[config.mk]
export PLATFORM = sky130hd
export DESIGN_NAME = wishbone_rr_arbiter
export DESIGN_NICKNAME = d
export VERILOG_FILES = /design/src/rtl/wishbone_rr_arbiter.sv
export SDC_FILE = /design/constraint.sdc
export NUM_CORES = 1
export LEC_CHECK = 0
export BUFFER_PORTS_ARGS = -buffer_cell sky130_fd_sc_hd__buf_2
export CAP_MARGIN = 20
export CORE_AREA = 2 2 39 41
export DETAILED_ROUTE_END_ITERATION = 10
export DIE_AREA = 0 0 41 43
export PLACE_DENSITY = 0.64
export SYNTH_ARGS = -nofsm -noshare
export SYNTH_HDL_FRONTEND = slang
export SYNTH_SLANG_ARGS = --single-unit
[constraint.sdc]
create_clock -name CLK -period 2.5 [get_ports CLK]
set_input_delay 0.375 -clock CLK [delete_from_list [all_inputs] [get_ports CLK]]
set_output_delay 0.375 -clock CLK [all_outputs]
set_load 0.02 [all_outputs]
[src/rtl/wishbone_rr_arbiter.sv]
// Wishbone bus arbiter: grants one of NUM_MASTERS masters the shared slave bus,
// using round-robin or fixed-priority selection, with per-owner bus lock and grant parking.
module wishbone_rr_arbiter #(
    parameter int NUM_MASTERS = 4,
    parameter int MODE        = 0,
    parameter int GNT_W       = $clog2(NUM_MASTERS)
) (
    input  logic                   CLK,
    input  logic                   RST,
    input  logic [NUM_MASTERS-1:0] CYC_I,
    input  logic [NUM_MASTERS-1:0] LOCK_I,
    output logic [GNT_W-1:0]       GNT,
    output logic [NUM_MASTERS-1:0] GNT_OH,
    output logic                   GNT_VALID,
    output logic                   CYC
);

    typedef enum logic {
        S_IDLE    = 1'b0,
        S_GRANTED = 1'b1
    } arbState_e;

    arbState_e        state_q, state_d;
    logic [GNT_W-1:0] gnt_q, gnt_d;
    logic [GNT_W-1:0] winnerIdx;
    logic             winnerFound;
    logic [GNT_W:0]   rotSum;
    logic [GNT_W-1:0] rotIdx;
    logic             ownerCyc;
    logic             ownerLock;

    assign ownerCyc  = CYC_I[gnt_q];
    assign ownerLock = LOCK_I[gnt_q];

    // The one-bit-wider sum lets gnt_q + k wrap with a single subtraction, so the
    // index never leaves 0..NUM_MASTERS-1 even when NUM_MASTERS is not a power of two.
    always_comb begin
        winnerIdx   = gnt_q;
        winnerFound = 1'b0;
        rotSum      = '0;
        rotIdx      = '0;
        if (MODE == 1) begin
            for (int i = 0; i < NUM_MASTERS; i++) begin
                if (!winnerFound && CYC_I[i]) begin
                    winnerIdx   = GNT_W'(i);
                    winnerFound = 1'b1;
                end
            end
        end else begin
            for (int k = 1; k <= NUM_MASTERS; k++) begin
                rotSum = {1'b0, gnt_q} + (GNT_W+1)'(k);
                if (rotSum >= (GNT_W+1)'(NUM_MASTERS)) begin
                    rotSum = rotSum - (GNT_W+1)'(NUM_MASTERS);
                end
                rotIdx = rotSum[GNT_W-1:0];
                if (!winnerFound && CYC_I[rotIdx]) begin
                    winnerIdx   = rotIdx;
                    winnerFound = 1'b1;
                end
            end
        end
    end

    always_comb begin
        state_d = state_q;
        gnt_d   = gnt_q;
        unique case (state_q)
            S_IDLE: begin
                if (|CYC_I) begin
                    gnt_d   = winnerIdx;
                    state_d = S_GRANTED;
                end
            end
            S_GRANTED: begin
                // No preemption: only the owner's own CYC/LOCK decide when to let go.
                if (!ownerCyc && !ownerLock) begin
                    state_d = S_IDLE;
                end
            end
            default: state_d = S_IDLE;
        endcase
    end

    always_ff @(posedge CLK) begin
        if (RST) begin
            state_q <= S_IDLE;
            gnt_q   <= '0;
        end else begin
            state_q <= state_d;
            gnt_q   <= gnt_d;
        end
    end

    always_comb begin
        GNT_OH        = '0;
        GNT_OH[gnt_q] = 1'b1;
    end

    assign GNT       = gnt_q;
    assign GNT_VALID = (state_q == S_GRANTED);
    assign CYC       = !RST && (state_q == S_GRANTED) && ownerCyc;

endmodule

==> out/results.ini <==
[floorplan]
ioPinCount=18
num_rows=14
dieArea_sq_um=1763
core_sq_um=1384
die_h_um=43
initial_core_util=0.2839
die_width_um=41

[job]
cap_violations=0

[drt]
antenna_left=0
drc=0
first_pass_iters=2
via_per_inst=4.920
wl_per_cell_um=11.45
totalWireLength_um=859
drt_iter0_drc=1
vias=369

[clock_tree]
cts_hold_buf=0
root_buffer=clkbuf_4
post_cts_resized=0
htree_levels=1
clock_latency_ps=230
cts.clk_slew.worst_paths_ps=40
cts_tree=yes
cts_buffers=3
clock_path_buffers=2
postCtsSetupBuffers=0
cts_sinks=3

[synthesis]
synthFlopType=dfxtp_1
synth_seq_cells=3
syn_avg_cell_area_sq_um=10.34
netlist_area_sq_um=392.9
synth_cell_types=23
synthCells=38
synth_nets=52
synth-edff-count=0
synth_async_sr_flop_share=0
synth-seq-area-share=0.1529
yosysWarnings=0

[sta]
setup_viol_count_final=0
slew_headroom=0.6181
worst_pin_slew_ps=565.5
final_hold_viol_count=0
drv_slew=0
hold_slack_ps=353.3
max_freq_mhz=517.6
finalCritPeriodShare=0.7728
final.min_clock_period_ps=1932
rsz0062_at_grt=false
fin_setup_tns_ps=0
skew_ps=2.894

[pwr]
irDropWorstVdd_mv=0.2667
leakage_nw=0.2467
p_per_area_nw_per_um2=1157

[worst_setup_path]
r2r-start=GNT[1]
crit_buf_inv=2
startpoint_type=register
crit_chain=buf_4 -> mux2_2 -> nor2_1 -> a21oi_1 -> nor3b_1 -> buf_2
cp_max_fo=10
crit_type=reg2out
cp-startpoint=GNT[0]
path_delay_family=multiplexers
cp-end-kind=output pin
required_ps=2120
slowest_stage=mux2_2
slowest_delay_ps=380
worstPathArrival_ps=1560

[worst_hold_path]
hp-start=RST
hp-class=in2reg

[layout]
syn2layout_area_growth_pct=33.44
drive_gt1_frac=0.4915
n_antenna_cell=0
fin_nets=74
design_area_sq_um=524.3
nFillCells=143

[global_route]
track_usage=0.1200
grt_first_pass_wirelength_mm=1.393
grt_max_degree=11
antenna_found_initial=0
grt_pass1_vias=338
overflow=0

[outcome]
status=finished clean

[place]
gp_congestion=0.8003
place_hpwl_um=673.7
dpl_cell_area_sq_um=498.0
io_buffer_count=17

-- synthesized netlist by cell type, drive strengths merged, types with 2 or more instances --
cell / instances / area [sq um]
mux4: 4 / 97.59
dfxtp: 3 / 60.06
or2: 2 / 12.51
a21oi: 4 / 20.02
nor2: 2 / 7.510
ha: 4 / 50.05
inv: 3 / 11.26
nor3: 2 / 15.01
mux2i: 2 / 20.02
-- where the power goes --
group | internal [mW] | switching (mW)
combinational | 0.205 | 0.242
clock | 0.0599 | 0.0267
sequential | 0.0651 | 0.00782
total | 0.330 | 0.277
-- worst paths after layout --
kind | cells after the start | slack (ps) | endpoint
setup reg to reg | 7 | 710 | GNT[1]
hold reg to reg | 2 | 500 | GNT_VALID
hold / removal | 2 | 350 | GNT[1]
setup / recovery | 6 | 570 | CYC
-- kinds of logic after synthesis --
kind of cell / count (synthesis) / share of synthesized area
buf+inv: 5 / 0.06687
compound gates: 10 / 0.1784
flops: 3 / 0.1529
mux: 7 / 0.3280
xor+xnor: 1 / 0.02230
fa+ha+maj: 4 / 0.1274
simple gates: 8 / 0.1242
-- flip-flops by register name, summed over array words and instances (netlist names) --
register	cells
GNT	2
GNT_VALID	1
-- metrics by stage --
stage / power, mW / worst slack, ps / instances / util
after floorplan: 0.4361 / 411.2 / 38 / -
after global placement: 0.5161 / 782.6 / 71 / 0.3599
after detailed placement: 0.5233 / 719.0 / 71 / 0.3599
after CTS: 0.6156 / 550.9 / 75 / 0.3788
after global routing: 0.6608 / 481.3 / 75 / 0.3788
final: 0.6064 / 568.0 / 75 / 0.3788
-- routing by layer --
| layer | GRT usage | share of wire | up-vias |
|---|---|---|---|
| li1 | - | - | 188 |
| met2 | 0.1719 | 0.50 | 14 |
| met1 | 0.1401 | 0.43 | 167 |
| met4 | 0.1000 | 0 | 0 |
| met5 | 0 | 0 | - |
| met3 | 0.03141 | 0.064 | 0 |
-- layout make-up --
cell class	count	area, sq um	area share
inverters	3	11.26	0.02148
multi-input cells	30	306.5	0.5847
clock buffers	4	26.28	0.05012
repair buffers	19	100.1	0.1909
well taps	16	20.02	0.03819
flip-flops and latches	3	60.06	0.1146
-- placed cells by master (no fill, tap or decap), drive strengths merged, types with 2 or more instances in the layout --
cell type,instances
buf,19
mux2i,2
mux4,4
nor2,2
inv,3
ha,4
a21oi,4
dfxtp,3
or2,2
clkbuf,4
nor3,2
(Power assumes the default switching activity.)
